**src/rtl/sdram_pattern_check.sv**
```systemverilog
// SDRAM write/read-back pattern checker driving the sdram_top FIFO ports.
// Writes seed+1..seed+BURST_LEN, waits for the read FIFO to fill, then compares each word.
module sdram_pattern_check #(
  parameter int BURST_LEN = 10,
  parameter int WR_GAP    = 7,
  parameter int TIMEOUT   = 4095
) (
  input  logic        clk,
  input  logic        rst,
  input  logic        start,
  input  logic [15:0] seed,
  output logic        wr_fifo_wr_req,
  output logic [15:0] wr_fifo_wr_data,
  input  logic [9:0]  rd_fifo_num,
  output logic        rd_fifo_rd_req,
  input  logic [15:0] rd_fifo_rd_data,
  output logic        rd_valid,
  output logic        busy,
  output logic        done,
  output logic        pass,
  output logic        timeout,
  output logic [7:0]  err_cnt
);

  localparam int KW = (BURST_LEN < 2) ? 1 : $clog2(BURST_LEN);
  localparam int GW = (WR_GAP < 1) ? 1 : $clog2(WR_GAP + 1);
  localparam int TW = (TIMEOUT < 1) ? 1 : $clog2(TIMEOUT + 1);

  localparam logic [KW-1:0] K_LAST  = KW'(BURST_LEN - 1);
  localparam logic [GW-1:0] GAP_MAX = GW'(WR_GAP);
  localparam logic [TW-1:0] T_MAX   = TW'(TIMEOUT);
  localparam logic [9:0]    LVL_MIN = 10'(BURST_LEN);

  typedef enum logic [2:0] {
    S_IDLE,
    S_WRITE,
    S_WAIT,
    S_READ,
    S_CHECK,
    S_DONE
  } state_t;

  state_t state;
  state_t state_n;

  logic [15:0]   seed_q;
  logic [KW-1:0] k;
  logic [GW-1:0] gap;
  logic [TW-1:0] wcnt;
  logic [KW-1:0] j;
  logic          cmp_vld;
  logic [KW-1:0] cmp_idx;

  logic        push;
  logic        last_push;
  logic        last_pop;
  logic        lvl_ok;
  logic        expired;
  logic [15:0] exp_word;
  logic        miss;

  assign push      = (state == S_WRITE) && (gap == GAP_MAX);
  assign last_push = push && (k == K_LAST);
  assign last_pop  = (state == S_READ) && (j == K_LAST);
  assign lvl_ok    = rd_fifo_num >= LVL_MIN;
  assign expired   = (state == S_WAIT) && !lvl_ok && (wcnt == T_MAX);
  assign exp_word  = seed_q + 16'(cmp_idx) + 16'd1;
  assign miss      = cmp_vld && (rd_fifo_rd_data != exp_word);

  always_ff @(posedge clk or posedge rst) begin
    if (rst) begin
      state <= S_IDLE;
    end else begin
      state <= state_n;
    end
  end

  always_comb begin
    state_n = state;
    unique case (state)
      S_IDLE:  if (start) state_n = S_WRITE;
      S_WRITE: if (last_push) state_n = S_WAIT;
      S_WAIT: begin
        if (lvl_ok) begin
          state_n = S_READ;
        end else if (expired) begin
          state_n = S_DONE;
        end
      end
      S_READ:  if (last_pop) state_n = S_CHECK;
      S_CHECK: state_n = S_DONE;
      S_DONE:  state_n = S_IDLE;
      default: state_n = S_IDLE;
    endcase
  end

  always_comb begin
    wr_fifo_wr_req  = 1'b0;
    wr_fifo_wr_data = '0;
    rd_fifo_rd_req  = 1'b0;
    rd_valid        = 1'b0;
    busy            = 1'b1;
    done            = 1'b0;
    unique case (state)
      S_IDLE: busy = 1'b0;
      S_WRITE: begin
        rd_valid        = 1'b1;
        wr_fifo_wr_req  = push;
        wr_fifo_wr_data = push ? (seed_q + 16'(k) + 16'd1) : '0;
      end
      S_WAIT:  rd_valid = 1'b1;
      S_READ:  rd_fifo_rd_req = 1'b1;
      S_CHECK: ;
      S_DONE:  done = 1'b1;
      default: busy = 1'b0;
    endcase
  end

  // Pop data lands one cycle late, so the compare trails the pop index.
  always_ff @(posedge clk or posedge rst) begin
    if (rst) begin
      seed_q  <= '0;
      k       <= '0;
      gap     <= '0;
      wcnt    <= '0;
      j       <= '0;
      cmp_vld <= 1'b0;
      cmp_idx <= '0;
      err_cnt <= '0;
      pass    <= 1'b0;
      timeout <= 1'b0;
    end else begin
      cmp_vld <= (state == S_READ);
      cmp_idx <= j;
      if (miss && (err_cnt != 8'hFF)) begin
        err_cnt <= err_cnt + 8'd1;
      end
      unique case (state)
        S_IDLE: begin
          if (start) begin
            seed_q  <= seed;
            pass    <= 1'b0;
            timeout <= 1'b0;
            err_cnt <= '0;
            k       <= '0;
            gap     <= '0;
          end
        end
        S_WRITE: begin
          if (push) begin
            gap <= '0;
            k   <= k + 1'b1;
          end else begin
            gap <= gap + 1'b1;
          end
          if (last_push) begin
            wcnt <= '0;
            j    <= '0;
          end
        end
        S_WAIT: begin
          j <= '0;
          if (expired) begin
            timeout <= 1'b1;
            pass    <= 1'b0;
          end else if (!lvl_ok) begin
            wcnt <= wcnt + 1'b1;
          end
        end
        S_READ: j <= j + 1'b1;
        S_CHECK: ;
        S_DONE: pass <= (err_cnt == 8'd0) && !timeout;
        default: ;
      endcase
    end
  end

endmodule

```
**config.mk**
```make
export PLATFORM = sky130hd
export DESIGN_NAME = sdram_pattern_check
export DESIGN_NICKNAME = d
export VERILOG_FILES = /design/src/rtl/sdram_pattern_check.sv
export SDC_FILE = /design/constraint.sdc
export NUM_CORES = 1
export LEC_CHECK = 0
export CELL_PAD_IN_SITES_DETAIL_PLACEMENT = 0
export CELL_PAD_IN_SITES_GLOBAL_PLACEMENT = 1
export CORE_MARGIN = 2
export CORE_UTILIZATION = 42
export CTS_CLUSTER_SIZE = 28
export DETAILED_ROUTE_END_ITERATION = 6
export PLACE_DENSITY_LB_ADDON = 0.1
export SLEW_MARGIN = 30
export SYNTH_ARGS = -nofsm -noshare
export SYNTH_HDL_FRONTEND = slang
export SYNTH_SLANG_ARGS = --single-unit
```
**constraint.sdc**
```tcl
create_clock -name clk -period 7.5 [get_ports clk]
set_clock_uncertainty 0.1 [all_clocks]
set_input_delay 1.125 -clock clk [delete_from_list [all_inputs] [get_ports clk]]
set_output_delay 1.125 -clock clk [all_outputs]
set_load 0.01 [all_outputs]
```
==> run_summary.xml, run 1 <==
<?xml version="1.0" encoding="UTF-8"?>
<metrics>
  <group name="status">
    <metric name="outcome" unit="">completed</metric>
  </group>
  <group name="cts">
    <metric name="tritoncts" unit="">built</metric>
    <metric name="numClockSinks" unit="">57</metric>
    <metric name="clock_tree.buffer_depth" unit="">2</metric>
    <metric name="cts_resized" unit="">0</metric>
    <metric name="depth_of_the_cts_h_tree" unit="">3</metric>
    <metric name="number_of_cts_inserted_buffers" unit="">9</metric>
    <metric name="clkSlewWorstSetupHoldPaths" unit="ps">70</metric>
    <metric name="ctsRootBufferMaster" unit="">clkbuf_8</metric>
    <metric name="cts_setup_buffers" unit="">0</metric>
    <metric name="clock_insertion_delay_worst_skew" unit="ps">330</metric>
    <metric name="hold_buffers" unit="">0</metric>
  </group>
  <group name="setup_path">
    <metric name="data_arrival_time_of_the_worst_path" unit="ps">3060</metric>
    <metric name="crit_path_end_kind" unit="">output port</metric>
    <metric name="ff2ff_setup_slack" unit="ps">4080</metric>
    <metric name="delay_of_the_slowest_cell_on_the_worst_path" unit="ps">570</metric>
    <metric name="crit_path_max_fanout" unit="">5</metric>
    <metric name="critical_path.cell_chain" unit="">ha_1 -&gt; nor2b_1 -&gt; o21a_1 -&gt; o21ai_0 -&gt; a21oi_1 -&gt; nand3_1 -&gt; or3_1 -&gt; a21oi_1 -&gt; clkdlybuf4s50_1</metric>
    <metric name="setup.worst_path.class" unit="">reg2out</metric>
    <metric name="cpMaxStageDelayCell" unit="">clkdlybuf4s50_1</metric>
    <metric name="crit_path_frequent_cell" unit="">a21oi_1</metric>
    <metric name="cp_data_required_time" unit="ps">6270</metric>
    <metric name="critical_path.startpoint_type" unit="">flip-flop</metric>
  </group>
  <group name="layout">
    <metric name="final_layout_size_suffix_gt1_share" unit="%">6.11</metric>
    <metric name="multi_input_comb_area" unit="µm²">2230</metric>
    <metric name="nNetsFinal" unit="">584</metric>
    <metric name="layout_commonest_cell" unit="">nand2_1</metric>
    <metric name="layout.filler_cells" unit="">815</metric>
    <metric name="area_used_by_sequential_logic_in_the_layout" unit="µm²">1430</metric>
    <metric name="synthToLayoutAreaGrowth" unit="%">25.9</metric>
    <metric name="fin_area" unit="µm²">4830</metric>
    <metric name="layout_common_cells" unit="">90 x nand2_1, 74 x clkdlybuf4s50_1, 57 x dfrtp_1, 40 x nor2_1, 26 x o21ai_0</metric>
    <metric name="antennaDiodeCount" unit="">0</metric>
  </group>
  <group name="synth">
    <metric name="synthesis.area" unit="µm²">3830</metric>
    <metric name="post-synth-top-area-cell" unit="">dfrtp_1</metric>
    <metric name="ys_ff_latch" unit="">57</metric>
    <metric name="synth_edf_count" unit="">0</metric>
    <metric name="synth_top_cell_area_share" unit="%">37.2</metric>
    <metric name="most_used_flip_flop_cell_after_synthesis" unit="">dfrtp_1</metric>
    <metric name="synth_cell_type_count" unit="">58</metric>
    <metric name="synth.net_count" unit="">519</metric>
    <metric name="ys_warn_count" unit="">0</metric>
    <metric name="ys_async_sr_fraction" unit="%">100</metric>
    <metric name="avgSynthCellArea" unit="µm²">8.43</metric>
    <metric name="part_of_the_yosys_area_used_for_sequential_elements" unit="%">37.2</metric>
    <metric name="netlist_instances" unit="">455</metric>
    <metric name="synth.area.top_cells" unit="">dfrtp_1 37%, nand2_1 8.8%, xnor2_1 5.7%</metric>
  </group>
  <group name="global_route">
    <metric name="grtUsageTotal" unit="%">19.8</metric>
    <metric name="first_global_vias" unit="">3229</metric>
    <metric name="pin_count_of_the_biggest_net_entering_global_routing" unit="">58</metric>
    <metric name="wire_length_of_the_first_global_routing_pass" unit="mm">15.7</metric>
    <metric name="global_route.overflow_total" unit="">0</metric>
    <metric name="grt_antenna_before_repair" unit="">0</metric>
  </group>
  <group name="drt">
    <metric name="drt_wl_cell" unit="µm">14.6</metric>
    <metric name="vias" unit="">3334</metric>
    <metric name="routed_wl" unit="mm">9.24</metric>
    <metric name="dr.pass1.iters" unit="">6</metric>
    <metric name="detail-route-antenna-nets" unit="">0</metric>
    <metric name="drc_violation_count_after_routing" unit="">0</metric>
    <metric name="drt_first_iter_violations" unit="">72</metric>
    <metric name="vias_per_cell" unit="">5.28</metric>
  </group>
  <group name="floorplan">
    <metric name="fp.coreArea" unit="µm²">8810</metric>
    <metric name="die_y" unit="µm">99.5</metric>
    <metric name="floorplan.initialDensity" unit="%">43.5</metric>
    <metric name="fp.dieArea" unit="µm²">9910</metric>
    <metric name="number_of_top_level_pins" unit="">76</metric>
    <metric name="die_width" unit="µm">99.5</metric>
    <metric name="rows" unit="">34</metric>
  </group>
  <group name="pwr">
    <metric name="vdd_drop_max" unit="mV">0.153</metric>
    <metric name="internal_power" unit="µW">857</metric>
    <metric name="total_leakage_power" unit="nW">2.07</metric>
    <metric name="cellPowerDensity" unit="nW/µm²">299</metric>
    <metric name="part_of_the_total_power_dissipated_in_the_clock_network" unit="%">22.3</metric>
    <metric name="power_switching" unit="µW">585</metric>
    <metric name="switching_power_share_of_the_total" unit="%">40.6</metric>
    <metric name="power.share.sequential" unit="%">36.7</metric>
    <metric name="p_comb_share" unit="%">40.9</metric>
  </group>
  <group name="placed_design">
    <metric name="gp_routability_congestion" unit="">0.810</metric>
    <metric name="hpwl" unit="mm">6.85</metric>
    <metric name="io_buffer_count" unit="">74</metric>
    <metric name="dpl_cell_area" unit="µm²">4610</metric>
  </group>
  <group name="timing">
    <metric name="grt_setup_unrepaired" unit="">false</metric>
    <metric name="slew_headroom" unit="%">50.8</metric>
    <metric name="timing_worst_slew_pin_value" unit="ps">733</metric>
    <metric name="setup_tns" unit="ps">0</metric>
    <metric name="maxClockFrequency" unit="MHz">233</metric>
    <metric name="finalMaxSlewViolations" unit="">0</metric>
    <metric name="hold_violation_count_in_the_final_report" unit="">0</metric>
    <metric name="period_share" unit="%">57.2</metric>
    <metric name="finalWorstPathRequiredPeriod" unit="ps">4290</metric>
    <metric name="finalSetupViolations" unit="">0</metric>
  </group>
  <group name="min_path">
    <metric name="worstHoldPathType" unit="">reg2reg</metric>
  </group>
  <group name="job">
    <metric name="cap_viol_max_count" unit="">0</metric>
  </group>
</metrics>
==> metrics by stage <==
step / hold WS (ps) / total power [mW] / util (%) / setup slack [ps] / std cells
after floorplan: 303 / 0.958 / - / 4350 / 455
after detailed placement: 333 / 1.13 / 52.4 / 3570 / 617
final: 347 / 1.44 / 54.8 / 3210 / 632
after CTS: 355 / 1.46 / 54.8 / 3180 / 632
after global routing: 376 / 1.57 / 54.8 / 3010 / 632
after global placement: 329 / 1.12 / 52.3 / 3620 / 617
==> final cells by class <==
| cell class | instances | area share [%] |
|---|---|---|
| multi-input cells | 359 | 46.3 |
| flip-flops and latches | 57 | 29.5 |
| repair buffers | 75 | 15.5 |
| clock buffers | 10 | 2.85 |
| well taps | 108 | 2.80 |
| clock inverters | 5 | 1.63 |
| inverters | 18 | 1.40 |
==> power groups by stage <==
stage / Sequential [mW] / Clock [mW] / Combinational [mW]
after detailed placement: 0.536 / 0 / 0.594
after global routing: 0.551 / 0.345 / 0.671
after floorplan: 0.448 / 0 / 0.510
after CTS: 0.531 / 0.332 / 0.597
after global placement: 0.534 / 0 / 0.585
final: 0.530 / 0.322 / 0.590
==> critical path: cells and delay by family (launching register included) <==
family	cells	cell delay, ps
compound gates	4	720
simple gates	3	710
flops	1	430
buf+inv	1	570
fa+ha+maj	1	290
==> worst paths after layout <==
path,startpoint,end,cells after the start
max,seed_q[1],wr_fifo_wr_data[13],9
min,j[2],cmp_idx[2],0
max reg2reg,seed_q[0],err_cnt[7],12
min reg2reg,j[2],cmp_idx[2],0
max in group asynchronous,rst,k[2],3
min in group asynchronous,rst,err_cnt[4],3
==> cells by family (layout without fill, tap and decap cells) <==
family	count (synthesis)	count (layout)	synth area share, %
xor+xnor	42	42	9.60
simple gates	215	215	27.3
flops	57	57	37.2
buf+inv	39	108	4.67
fa+ha+maj	19	19	6.59
compound gates	80	80	13.8
mux	3	3	0.849
==> flip-flops by register name, indices dropped and copies added, names as in the netlist <==
signal,flops
err_cnt,8
wcnt,12
gap,3
pass,1
state,3
j,4
k,4
seed_q,16
cmp_idx,4
cmp_vld,1
timeout,1
==> synth_stat cells (2+ instances only) <==
library cell / instances
nand2_1: 90
dfrtp_1: 57
nor2_1: 40
o21ai_0: 26
xnor2_1: 25
inv_1: 18
ha_1: 17
nand3_1: 17
xor2_1: 17
a21oi_1: 16
nor2b_1: 11
clkbuf_1: 9
nand4_1: 9
nor3_1: 9
and3_1: 8
or3_1: 7
buf_2: 5
nor4_1: 5
a31oi_1: 4
and2_1: 4
o211ai_1: 4
and4_1: 3
buf_4: 3
o2111ai_1: 3
o31ai_1: 3
a211oi_1: 2
a21o_1: 2
a22oi_1: 2
buf_1: 2
buf_6: 2
fa_1: 2
mux2_2: 2
nand2b_1: 2
o21a_1: 2
o311ai_0: 2
o41ai_1: 2
or4_1: 2
==> metal layers <==
layer	wire [µm]	up-vias	part of all wire, %	track usage [%]
li1	-	1705	-	-
met1	4320	1546	47	26.6
met2	4340	71	47	31.6
met3	425	12	4.6	4.71
met4	152	0	1.6	6.64
met5	0	-	0	0
Note: power is estimated with default switching activity, not from simulation.
==> inputs of run 2 (changes only) <==
Settings changed: CORE_UTILIZATION 42 to 39.
Clock period 7.5 ns to 4 ns, I/O delays scaled along.
==> run 2 against run 1 <==
Against the previous run:
- core utilization down 4.5 points
- cell count is 4.6% higher
- critical endpoint is now wr_fifo_wr_data[14]
- critical path type unchanged
- flip-flop and latch count is the same
- largest power group unchanged
- sequential share of layout area is 0.16 points lower
- critical path depth increased by 2
- clock power rose by 71%
==> run_summary.xml, run 2 (synthesis results as in run 1) <==
<?xml version="1.0" encoding="UTF-8"?>
<metrics>
  <group name="floorplan">
    <metric name="die_width" unit="µm">103</metric>
    <metric name="fp.dieArea" unit="µm²">10600</metric>
    <metric name="die_y" unit="µm">103</metric>
    <metric name="floorplan.initialDensity" unit="%">39.8</metric>
    <metric name="fp.coreArea" unit="µm²">9640</metric>
    <metric name="number_of_top_level_pins" unit="">76</metric>
    <metric name="rows" unit="">36</metric>
  </group>
  <group name="cts">
    <metric name="cts_setup_buffers" unit="">0</metric>
    <metric name="numClockSinks" unit="">57</metric>
    <metric name="cts_resized" unit="">0</metric>
    <metric name="clock_insertion_delay_worst_skew" unit="ps">340</metric>
    <metric name="hold_buffers" unit="">0</metric>
    <metric name="clkSlewWorstSetupHoldPaths" unit="ps">70</metric>
    <metric name="number_of_cts_inserted_buffers" unit="">9</metric>
    <metric name="tritoncts" unit="">built</metric>
    <metric name="depth_of_the_cts_h_tree" unit="">3</metric>
    <metric name="ctsRootBufferMaster" unit="">clkbuf_8</metric>
    <metric name="clock_tree.buffer_depth" unit="">2</metric>
  </group>
  <group name="setup_path">
    <metric name="critical_path.top_delay_family" unit="">simple AND/OR/NAND/NOR gates</metric>
    <metric name="crit_path_end_kind" unit="">output port</metric>
    <metric name="delay_of_the_slowest_cell_on_the_worst_path" unit="ps">550</metric>
    <metric name="cp_data_required_time" unit="ps">3300</metric>
    <metric name="data_arrival_time_of_the_worst_path" unit="ps">3010</metric>
    <metric name="cpMaxStageDelayCell" unit="">clkdlybuf4s50_1</metric>
    <metric name="crit_path_max_fanout" unit="">6</metric>
    <metric name="setup.worst_path.class" unit="">reg2out</metric>
    <metric name="critical_path.startpoint_type" unit="">flip-flop</metric>
    <metric name="worst-path-buf-inv" unit="">2</metric>
    <metric name="ff2ff_setup_slack" unit="ps">610</metric>
    <metric name="critical_path.cell_chain" unit="">inv_1 -&gt; ha_1 -&gt; fa_1 -&gt; nor2b_1 -&gt; o21ai_0 -&gt; nand2_1 -&gt; nand3_1 -&gt; nor3_1 -&gt; xnor2_1 -&gt; nor2_1 -&gt; clkdlybuf4s50_1</metric>
  </group>
  <group name="pwr">
    <metric name="vdd_drop_max" unit="mV">0.366</metric>
    <metric name="part_of_the_total_power_dissipated_in_the_clock_network" unit="%">20.5</metric>
    <metric name="p_comb_share" unit="%">42.0</metric>
    <metric name="cellPowerDensity" unit="nW/µm²">551</metric>
    <metric name="power.share.sequential" unit="%">37.4</metric>
    <metric name="internal_power" unit="mW">1.54</metric>
    <metric name="p_total" unit="mW">2.68</metric>
    <metric name="power_switching" unit="mW">1.14</metric>
    <metric name="switching_power_share_of_the_total" unit="%">42.6</metric>
    <metric name="total_leakage_power" unit="nW">2.07</metric>
  </group>
  <group name="job">
    <metric name="cap_viol_max_count" unit="">0</metric>
  </group>
  <group name="layout">
    <metric name="layout_common_cells" unit="">90 x nand2_1, 74 x clkdlybuf4s50_1, 57 x dfrtp_1, 40 x nor2_1, 26 x o21ai_0</metric>
    <metric name="layout_commonest_cell" unit="">nand2_1</metric>
    <metric name="registers.top_by_ff_count" unit="">seed_q</metric>
    <metric name="synthToLayoutAreaGrowth" unit="%">26.6</metric>
    <metric name="reg.largest.list" unit="">seed_q x16, wcnt x12, err_cnt x8</metric>
    <metric name="nNetsFinal" unit="">587</metric>
    <metric name="final_layout_size_suffix_gt1_share" unit="%">6.25</metric>
    <metric name="antennaDiodeCount" unit="">0</metric>
    <metric name="fin_area" unit="µm²">4850</metric>
    <metric name="largest_register_ff_count" unit="">16</metric>
    <metric name="layout.filler_cells" unit="">978</metric>
  </group>
  <group name="timing">
    <metric name="maxClockFrequency" unit="MHz">269</metric>
    <metric name="slew_headroom" unit="%">49.0</metric>
    <metric name="finalWorstPathRequiredPeriod" unit="ps">3710</metric>
    <metric name="timing_worst_slew_pin_value" unit="ps">765</metric>
    <metric name="grt_setup_unrepaired" unit="">false</metric>
    <metric name="period_share" unit="%">92.9</metric>
    <metric name="finalSetupViolations" unit="">0</metric>
    <metric name="hold_violation_count_in_the_final_report" unit="">0</metric>
    <metric name="finalMaxSlewViolations" unit="">0</metric>
    <metric name="fin_hold_ws" unit="ps">346</metric>
    <metric name="setup_tns" unit="ps">0</metric>
  </group>
  <group name="drt">
    <metric name="drt_wl_cell" unit="µm">14.7</metric>
    <metric name="vias_per_cell" unit="">5.15</metric>
    <metric name="drt_first_iter_violations" unit="">82</metric>
    <metric name="detail-route-antenna-nets" unit="">0</metric>
    <metric name="routed_wl" unit="mm">9.72</metric>
    <metric name="drc_violation_count_after_routing" unit="">0</metric>
    <metric name="vias" unit="">3401</metric>
    <metric name="dr.pass1.iters" unit="">4</metric>
  </group>
  <group name="placed_design">
    <metric name="dpl_cell_area" unit="µm²">4660</metric>
    <metric name="io_buffer_count" unit="">74</metric>
    <metric name="gp_routability_congestion" unit="">0.853</metric>
    <metric name="hpwl" unit="mm">7.22</metric>
  </group>
  <group name="global_route">
    <metric name="pin_count_of_the_biggest_net_entering_global_routing" unit="">32</metric>
    <metric name="grtUsageTotal" unit="%">19.1</metric>
    <metric name="first_global_vias" unit="">3219</metric>
    <metric name="global_route.overflow_total" unit="">0</metric>
    <metric name="wire_length_of_the_first_global_routing_pass" unit="mm">15.7</metric>
    <metric name="grt_antenna_before_repair" unit="">0</metric>
  </group>
  <group name="min_path">
    <metric name="worstHoldPathType" unit="">reg2reg</metric>
  </group>
  <group name="status">
    <metric name="outcome" unit="">completed</metric>
  </group>
</metrics>
==> run 2: cell count changes in the layout (fill, tap and decap cells not counted) <==
cell        delta
bufinv_16      -1
clkinv_4       +1
and2_2         -1
clkinv_2       -1
clkbuf_1       +1
and2_1         +1
clkinvlp_4     +2
buf_4          +3
nor3_2         -1
clkbuf_8       -1
nor3_1         +1
==> run 2: final cells by class <==
class	count	area (µm²)	area share (%)
clock inverters	6	67.6	1.39
well taps	133	166	3.43
flip-flops and latches	57	1430	29.4
clock buffers	10	128	2.63
inverters	18	67.6	1.39
multi-input cells	359	2230	45.9
repair buffers	78	771	15.9
==> run 2: path summary, 6_finish.rpt <==
kind                                 from                   to  depth (start not counted)
worst max-delay path                 k[0]  wr_fifo_wr_data[14]                         11
worst min-delay path                 j[2]           cmp_idx[2]                          0
worst max register to register  seed_q[0]           err_cnt[7]                         12
worst min register to register       j[2]           cmp_idx[2]                          0
max in group asynchronous             rst             state[2]                          3
min in group asynchronous             rst           err_cnt[0]                          2
==> run 2: per-layer routing <==
metal | wire length [µm] | GRT usage, % | up-vias
met2 | 4500 | 31.3 | 80
met5 | 0 | 0 | -
li1 | - | - | 1717
met4 | 184 | 7.09 | 0
met3 | 463 | 4.00 | 17
met1 | 4570 | 24.8 | 1587
==> run 2: power groups by stage <==
stage	clock [mW]	combinational, mW	sequential, mW
floorplan	0	0.956	0.839
global placement	0	1.11	1.01
detailed placement	0	1.12	1.01
CTS	0.567	1.13	0.999
global route	0.593	1.28	1.03
finish	0.550	1.13	1.00
==> run 2: worst register-to-register path, stage by stage (launching register included) <==
cell	delay, ps
dfrtp_1	360
inv_1	90
ha_1	190
inv_1	60
fa_1	430
a211oi_1	360
nor2_1	170
xnor2_1	160
o22ai_1	170
nand4_1	170
nor4_4	670
o311ai_0	260
o41ai_1	110
==> run 2: metrics by stage <==
step,utilization [%],worst slack (ps),cells
6_report,50.4,285,661
5_1_grt,50.4,3.11,661
4_1_cts,50.4,227,661
3_5_place_dp,48.3,591,645
3_3_place_gp,48.3,665,645
2_1_floorplan,-,1220,455
